File: src/rtl/cordic_angle_entry_pkg.sv
`default_nettype none
// +------------------------------------------------------------------------+
// | Package     : cordic_ui_pkg                                            |
// | Description : Shared types and constants for the CORDIC angle-entry    |
// |               front panel: FSM state encoding, step-size table,        |
// |               step-selector width and step helper functions.           |
// | Revision    : 1.0 - initial release                                    |
// +------------------------------------------------------------------------+
package cordic_ui_pkg;

   // Width of the step selector (values 0..2 are used).
   localparam int STEP_IDX_W = 2;
   // Width of one step-table entry (largest step is 90).
   localparam int STEP_W     = 7;

   typedef enum logic [1:0] {
      EDIT      = 2'd0,
      ISSUE     = 2'd1,
      WAIT_DONE = 2'd2
   } state_e;

   // Step sizes in degrees, indexed by step_idx.
   localparam logic [STEP_W-1:0] STEP_TABLE [0:2] = '{7'd1, 7'd10, 7'd90};

   // Step size for a selector value; the unused code 3 falls back to 1 degree.
   function automatic logic [STEP_W-1:0] step_of(input logic [STEP_IDX_W-1:0] idx);
      logic [STEP_W-1:0] s;
      case (idx)
         2'd1:    s = STEP_TABLE[1];
         2'd2:    s = STEP_TABLE[2];
         default: s = STEP_TABLE[0];
      endcase
      return s;
   endfunction

   // Selector rotation 0 -> 1 -> 2 -> 0.
   function automatic logic [STEP_IDX_W-1:0] next_step_idx(input logic [STEP_IDX_W-1:0] idx);
      return (idx >= 2'd2) ? 2'd0 : idx + 2'd1;
   endfunction

endpackage : cordic_ui_pkg
`default_nettype wire

File: src/rtl/cordic_angle_entry_if.sv
`default_nettype none
// +------------------------------------------------------------------------+
// | Interface   : cordic_angle_entry_if                                    |
// | Description : Bundle between the button debouncers / CORDIC core and   |
// |               the angle-entry block.                                   |
// |   press_up/down/sel/go : debounced button levels                       |
// |   start_ready, done    : handshake inputs from the CORDIC core         |
// |   angle_deg, step_idx  : current target angle and step selector       |
// |   start, busy, err     : request, activity and timeout indications    |
// |   modport slave  : the angle-entry block                               |
// |   modport master : the surrounding environment                         |
// | Revision    : 1.0 - initial release                                    |
// +------------------------------------------------------------------------+
interface cordic_angle_entry_if
   import cordic_ui_pkg::*;
#(
   parameter int ANGLE_W = 9
) ();

   logic                  press_up;
   logic                  press_down;
   logic                  press_sel;
   logic                  press_go;
   logic                  start_ready;
   logic                  done;
   logic [ANGLE_W-1:0]    angle_deg;
   logic [STEP_IDX_W-1:0] step_idx;
   logic                  start;
   logic                  busy;
   logic                  err;

   modport slave (
      input  press_up, press_down, press_sel, press_go, start_ready, done,
      output angle_deg, step_idx, start, busy, err
   );

   modport master (
      output press_up, press_down, press_sel, press_go, start_ready, done,
      input  angle_deg, step_idx, start, busy, err
   );

endinterface : cordic_angle_entry_if
`default_nettype wire

File: src/rtl/cordic_angle_entry_rise_detect.sv
`default_nettype none
// +------------------------------------------------------------------------+
// | Module      : rise_detect                                              |
// | Description : Rising-edge detector for one debounced button level.     |
// |   clk, rst : clock, asynchronous active-high reset                     |
// |   level_i  : debounced level                                           |
// |   event_o  : single-cycle pulse on a 0->1 transition of level_i        |
// |   The history flop resets to 1 so a button already held when reset    |
// |   releases does not count as a press.                                  |
// | Revision    : 1.0 - initial release                                    |
// +------------------------------------------------------------------------+
module rise_detect (
   input  logic clk,
   input  logic rst,
   input  logic level_i,
   output logic event_o
);

   logic prev_q;

   always_ff @(posedge clk or posedge rst) begin
      if (rst) begin
         prev_q <= 1'b1;
      end else begin
         prev_q <= level_i;
      end
   end

   assign event_o = level_i & ~prev_q;

endmodule : rise_detect
`default_nettype wire

File: src/rtl/cordic_angle_entry.sv
`default_nettype none
// +------------------------------------------------------------------------+
// | Module      : cordic_angle_entry                                       |
// | Description : Front-panel angle entry for the CORDIC core. up/down     |
// |               add/subtract the selected step modulo ANGLE_MAX+1, sel   |
// |               rotates the step (1/10/90), go issues the angle to the   |
// |               core over start/start_ready and waits for done.          |
// |   clk, rst : clock, asynchronous active-high reset                     |
// |   ui       : cordic_angle_entry_if.slave (buttons, handshake, outputs) |
// |   Optional : define CORDIC_TIMEOUT_EN to enable the done watchdog      |
// |              (TIMEOUT_CYC cycles in WAIT_DONE -> err pulse, EDIT).     |
// | Revision    : 1.0 - initial release                                    |
// +------------------------------------------------------------------------+
module cordic_angle_entry
   import cordic_ui_pkg::*;
#(
   parameter int ANGLE_W     = 9,
   parameter int ANGLE_MAX   = 359,
   parameter int TIMEOUT_CYC = 1000000
) (
   input  logic                clk,
   input  logic                rst,
   cordic_angle_entry_if.slave ui
);

   // One extra bit so angle+step never overflows before the modulo fold.
   typedef logic [ANGLE_W:0] ext_t;
   localparam ext_t MODULUS = ext_t'(ANGLE_MAX + 1);
   localparam ext_t LIMIT   = ext_t'(ANGLE_MAX);

   state_e                state_q, state_d;
   logic [ANGLE_W-1:0]    angle_q, angle_d;
   logic [STEP_IDX_W-1:0] step_idx_q, step_idx_d;
   logic                  err_q, err_d;

   // ---------------------------------------------------------------- edges
   logic [3:0] levels;
   logic [3:0] events;
   logic       ev_up, ev_down, ev_sel, ev_go;

   assign levels = {ui.press_go, ui.press_sel, ui.press_down, ui.press_up};

   for (genvar g = 0; g < 4; g++) begin : g_rise
      rise_detect u_rise (
         .clk     (clk),
         .rst     (rst),
         .level_i (levels[g]),
         .event_o (events[g])
      );
   end

   assign ev_up   = events[0];
   assign ev_down = events[1];
   assign ev_sel  = events[2];
   assign ev_go   = events[3];

   // ----------------------------------------------------------- arithmetic
   ext_t               step_ext, angle_ext, sum_ext;
   logic [ANGLE_W-1:0] angle_up, angle_down;

   always_comb begin
      step_ext   = ext_t'(step_of(step_idx_q));
      angle_ext  = {1'b0, angle_q};
      sum_ext    = angle_ext + step_ext;
      angle_up   = ANGLE_W'((sum_ext > LIMIT) ? sum_ext - MODULUS : sum_ext);
      // Borrow case adds the modulus first so the subtraction never goes negative.
      angle_down = ANGLE_W'((angle_ext < step_ext) ? angle_ext + MODULUS - step_ext
                                                   : angle_ext - step_ext);
   end

   // -------------------------------------------------------------- watchdog
   logic timeout;

`ifdef CORDIC_TIMEOUT_EN
   localparam int CNT_W = (TIMEOUT_CYC > 1) ? $clog2(TIMEOUT_CYC) : 1;
   localparam logic [CNT_W-1:0] CNT_LAST = CNT_W'(TIMEOUT_CYC - 1);

   logic [CNT_W-1:0] cnt_q, cnt_d;

   // Held at zero outside WAIT_DONE, so it starts from zero on every entry.
   always_comb begin
      cnt_d = '0;
      if (state_q == WAIT_DONE) begin
         cnt_d = cnt_q + 1'b1;
      end
   end

   always_ff @(posedge clk or posedge rst) begin
      if (rst) begin
         cnt_q <= '0;
      end else begin
         cnt_q <= cnt_d;
      end
   end

   assign timeout = (state_q == WAIT_DONE) && (cnt_q == CNT_LAST);
`else
   assign timeout = 1'b0;
`endif

   // ------------------------------------------------------------------ FSM
   always_ff @(posedge clk or posedge rst) begin
      if (rst) begin
         state_q    <= EDIT;
         angle_q    <= '0;
         step_idx_q <= '0;
         err_q      <= 1'b0;
      end else begin
         state_q    <= state_d;
         angle_q    <= angle_d;
         step_idx_q <= step_idx_d;
         err_q      <= err_d;
      end
   end

   // Events only act in EDIT; elsewhere they are dropped, not queued.
   always_comb begin
      state_d    = state_q;
      angle_d    = angle_q;
      step_idx_d = step_idx_q;
      err_d      = 1'b0;
      case (state_q)
         EDIT: begin
            if (ev_go) begin
               state_d = ISSUE;
            end else if (ev_sel) begin
               step_idx_d = next_step_idx(step_idx_q);
            end else if (ev_up) begin
               angle_d = angle_up;
            end else if (ev_down) begin
               angle_d = angle_down;
            end
         end
         ISSUE: begin
            if (ui.start_ready) begin
               state_d = WAIT_DONE;
            end
         end
         WAIT_DONE: begin
            // done has priority over a coincident watchdog expiry.
            if (ui.done) begin
               state_d = EDIT;
            end else if (timeout) begin
               state_d = EDIT;
               err_d   = 1'b1;
            end
         end
         default: begin
            state_d = EDIT;
         end
      endcase
   end

   assign ui.angle_deg = angle_q;
   assign ui.step_idx  = step_idx_q;
   assign ui.start     = (state_q == ISSUE);
   assign ui.busy      = (state_q != EDIT);
   assign ui.err       = err_q;

endmodule : cordic_angle_entry
`default_nettype wire

File: src/flat_wrapper.sv
// flat-port wrapper written by rule: the top's interface ports become plain ports
module cordic_angle_entry_flat import cordic_ui_pkg::*;
#(
   parameter int ANGLE_W     = 9,
   parameter int ANGLE_MAX   = 359,
   parameter int TIMEOUT_CYC = 1000000
)
  (clk, rst, ui_press_up, ui_press_down, ui_press_sel, ui_press_go, ui_start_ready, ui_done, ui_angle_deg, ui_step_idx, ui_start, ui_busy, ui_err);
  cordic_angle_entry_if #(.ANGLE_W(ANGLE_W)) ui_i ();
  input  logic clk;
  input  logic rst;
  input wire logic [$bits(ui_i.press_up)-1:0] ui_press_up;
  input wire logic [$bits(ui_i.press_down)-1:0] ui_press_down;
  input wire logic [$bits(ui_i.press_sel)-1:0] ui_press_sel;
  input wire logic [$bits(ui_i.press_go)-1:0] ui_press_go;
  input wire logic [$bits(ui_i.start_ready)-1:0] ui_start_ready;
  input wire logic [$bits(ui_i.done)-1:0] ui_done;
  output wire logic [$bits(ui_i.angle_deg)-1:0] ui_angle_deg;
  output wire logic [$bits(ui_i.step_idx)-1:0] ui_step_idx;
  output wire logic [$bits(ui_i.start)-1:0] ui_start;
  output wire logic [$bits(ui_i.busy)-1:0] ui_busy;
  output wire logic [$bits(ui_i.err)-1:0] ui_err;
  assign ui_i.press_up = ui_press_up;
  assign ui_i.press_down = ui_press_down;
  assign ui_i.press_sel = ui_press_sel;
  assign ui_i.press_go = ui_press_go;
  assign ui_i.start_ready = ui_start_ready;
  assign ui_i.done = ui_done;
  assign ui_angle_deg = ui_i.angle_deg;
  assign ui_step_idx = ui_i.step_idx;
  assign ui_start = ui_i.start;
  assign ui_busy = ui_i.busy;
  assign ui_err = ui_i.err;
  cordic_angle_entry #(.ANGLE_W(ANGLE_W), .ANGLE_MAX(ANGLE_MAX), .TIMEOUT_CYC(TIMEOUT_CYC)) u_core (.clk(clk), .rst(rst), .ui(ui_i));
endmodule
File: config.mk
export PLATFORM = sky130hd
export DESIGN_NAME = cordic_angle_entry_flat
export DESIGN_NICKNAME = d
export VERILOG_FILES = /design/src/rtl/cordic_angle_entry_pkg.sv /design/src/rtl/cordic_angle_entry_if.sv /design/src/rtl/cordic_angle_entry_rise_detect.sv /design/src/rtl/cordic_angle_entry.sv /design/src/flat_wrapper.sv
export SDC_FILE = /design/constraint.sdc
export NUM_CORES = 1
export LEC_CHECK = 0
export BUFFER_PORTS_ARGS = -buffer_cell sky130_fd_sc_hd__buf_2
export CAP_MARGIN = 20
export CORE_MARGIN = 1
export CORE_UTILIZATION = 35
export CTS_BUF_LIST = sky130_fd_sc_hd__clkbuf_4
export DETAILED_ROUTE_END_ITERATION = 12
export PLACE_DENSITY = 0.62
export SETUP_SLACK_MARGIN = 0.3
export SYNTH_ARGS = -nofsm -noshare
export SYNTH_HDL_FRONTEND = slang
export SYNTH_SLANG_ARGS = --single-unit
File: constraint.sdc
create_clock -name clk -period 4.6 [get_ports clk]
set_clock_uncertainty 0.15 [all_clocks]
set_input_delay 0.46 -clock clk [delete_from_list [all_inputs] [get_ports clk]]
set_output_delay 0.46 -clock clk [all_outputs]
set_load 0.01 [all_outputs]
==> key figures <==
STA
  • Crit path time final: 3930 ps
  • Setup TNS: 0 ps
  • Relative slew slack: 52.5%
  • Final Hold Viols: 0
  • Final setup vio count: 0
  • Fmax: 0.254 GHz
  • Slew Limit Fails: 0
  • Final period util: 85.4%
  • Slew @ Worst Pin: 711 ps
  • WHS: 98.9 ps
  • RSZ-0062 raised after global routing: false

Clock tree
  • Clock sinks: 17
  • Setup Fix Bufs, Post-CTS: 0
  • Clk root buf: clkbuf_4
  • Clk pin slew, worst setup/hold paths: 110 ps
  • Clk_lat worst skew: 300 ps
  • # resized after CTS: 0
  • # H-tree levels: 1
  • # hold bufs at CTS: 0
  • Num CTS Buffers: 3
  • Max Root-Sink Buffers: 2
  • TritonCTS clock tree: built

Routing
  • Vias per inst: 5.47
  • Residual DRC count: 0
  • Initial DRC count: 52
  • DR WL/cell: 15.2 µm
  • Routed vias: 1800
  • Final antenna-violating net count: 0
  • Final WL: 5000 µm
  • Pre-Repair DR Iteration Count: 4

Yosys
  • Area contributors post-synth: dfrtp_1 15%, ha_1 14%, dfstp_2 5.0%
  • Prevailing post-synth register cell: dfrtp_1
  • Syn_nets: 275
  • Simple-gate area share of the yosys netlist: 20.6%
  • Post-synthesis adder-cell area fraction: 16.1%
  • Post-Syn Area per Cell: 8.75 µm²
  • Distinct cells, synth: 65
  • Post-synth top area share: 15.4%
  • Syn Std Cell Area: 2110 µm²
  • Largest family of logic cells by synthesized area: compound AO/OA/AOI/OAI gates
  • XOR/XNOR Fraction of Synth Area: 5.88%
  • Seq/Total Area, Yosys: 20.4%
  • Yosys Warn Count: 0
  • Post-synthesis async set-or-reset flop share: 100%
  • Cells after synthesis: 241
  • Yosys reg bits: 17
  • Synth Area in Compound Gates: 23.8%
  • EDFF count, synth: 0
  • Largest area contributor in the netlist: dfrtp_1
  • Multiplexer share of the synthesized area: 6.47%

Global route
  • Global-route wire length before repair: 8340 µm
  • Grt total ovfl: 0
  • Gr usage total: 17.0%
  • Busiest grt layer: met2
  • Pin count of the biggest net entering global routing: 18
  • Vias in the first global route: 1671
  • M2 GR Usage: 26.7%
  • Initial antenna violation count: 0
  • Met3 global-route usage: 2.86%
  • Met1 usage: 24.5%

Layout
  • Most frequent cells in the layout: 24 x inv_1, 24 x ha_1, 20 x buf_2
  • Share of cells above drive strength 1: 18.3%
  • # diodes: 0
  • # nets final: 292
  • Fin area: 2290 µm²
  • Area delta synth->final: 8.55%
  • Filler Cells Inserted: 553

Floorplanning
  • Die Width: 79.6 µm
  • Initial core utilization: 37.4%
  • Core Area: 5640 µm²
  • Number of top-level pins: 22
  • Overall die height: 79.6 µm
  • Row count: 27
  • Total Die Area: 6340 µm²

Critical path
  • CP max FO: 12
  • Required time of the critical path: 4680 ps
  • CP Class: register to register
  • Worst R2R Start: u_core.ui.step_idx[0]
  • Startpoint Class: register
  • WP data arrival: 4010 ps
  • Flop2flop setup slack: 670 ps
  • Worst r2r dst: u_core.ui.angle_deg[7]
  • Worst R2R Path Depth: 12
  • Critical Path End Type: register

Placement
  • Routability congestion estimate: 0.878
  • IO buf count: 20
  • DP HPWL: 3900 µm
  • Placed Area: 2260 µm²

Worst hold path
  • Worst min-delay path category: input port to asynchronous set/reset pin

Job
  • Max cap viols: 0

Status
  • Status: finished clean
## through the flow
stage	worst slack (ps)	util [%]	cells
final	669	40.6	329
after global placement	804	40.0	325
after detailed placement	685	40.0	325
after floorplan	1010	-	241
after global routing	315	40.6	329
after CTS	654	40.6	329
## state kept, by name (all words and copies together) (netlist names)
signal,cells
u_core.ui.angle_deg,9
u_core.state_q,2
u_core.ui.step_idx,2
u_core.g_rise.u_rise.prev_q,4
## final cells by class
cell class                 count  area [µm²]  share of cell area [%]
timing repair buffer          21         108                    4.70
inverter                      24        90.1                    3.94
clock inverter                 1        7.51                   0.328
clock buffer                   3        22.5                   0.984
multi-input combinational    191        1540                    67.3
tap                           72        90.1                    3.94
sequential                    17         430                    18.8
## routing by layer
layer  share of wire, %  routed length, µm
met1                 51               2560
met2                 45               2240
met3                2.8                142
met4                1.3                 63
met5                  0                  0
## worst max-delay path by stage
| stage | startpoint | endpoint | depth (start not counted) |
|---|---|---|---|
| after floorplan | u_core.ui.step_idx[0] | u_core.ui.angle_deg[7] | 13 |
| after global placement | u_core.ui.step_idx[0] | u_core.ui.angle_deg[7] | 12 |
| after detailed placement | u_core.ui.step_idx[0] | u_core.ui.angle_deg[7] | 12 |
| after CTS | u_core.ui.step_idx[0] | u_core.ui.angle_deg[7] | 12 |
| after global routing | u_core.ui.step_idx[0] | u_core.ui.angle_deg[7] | 12 |
| final | u_core.ui.step_idx[0] | u_core.ui.angle_deg[7] | 12 |
## cells by family after synthesis
group / Yosys count
compound gates: 65
xor+xnor: 12
fa+ha+maj: 26
buf+inv: 33
flops: 17
mux: 13
other cells: 1
simple gates: 74
## critical path: stages, from the launching register on
cell,delay [ps]
dfrtp_1,400
inv_1,80
ha_1,430
ha_1,480
inv_1,120
ha_1,240
nor2b_1,190
o211a_1,310
o311ai_2,430
o2111ai_1,270
nand2_2,190
mux2_2,360
a211oi_2,200
## Yosys cell counts (5+ instances only)
cell      number
xor2_1         5
inv_1         24
ha_1          24
nand2b_1      11
nor3_1         5
nor2b_1        7
a31oi_1        6
a21oi_1        8
mux2i_1        8
dfrtp_1       13
xnor2_1        6
o21ai_0       11
mux2_2         5
nand2_1        6
nor2_1        17
Power is left out: the tool's default activity adds up to more than one toggle a clock period on the data nets, which glitch-free logic cannot reach.
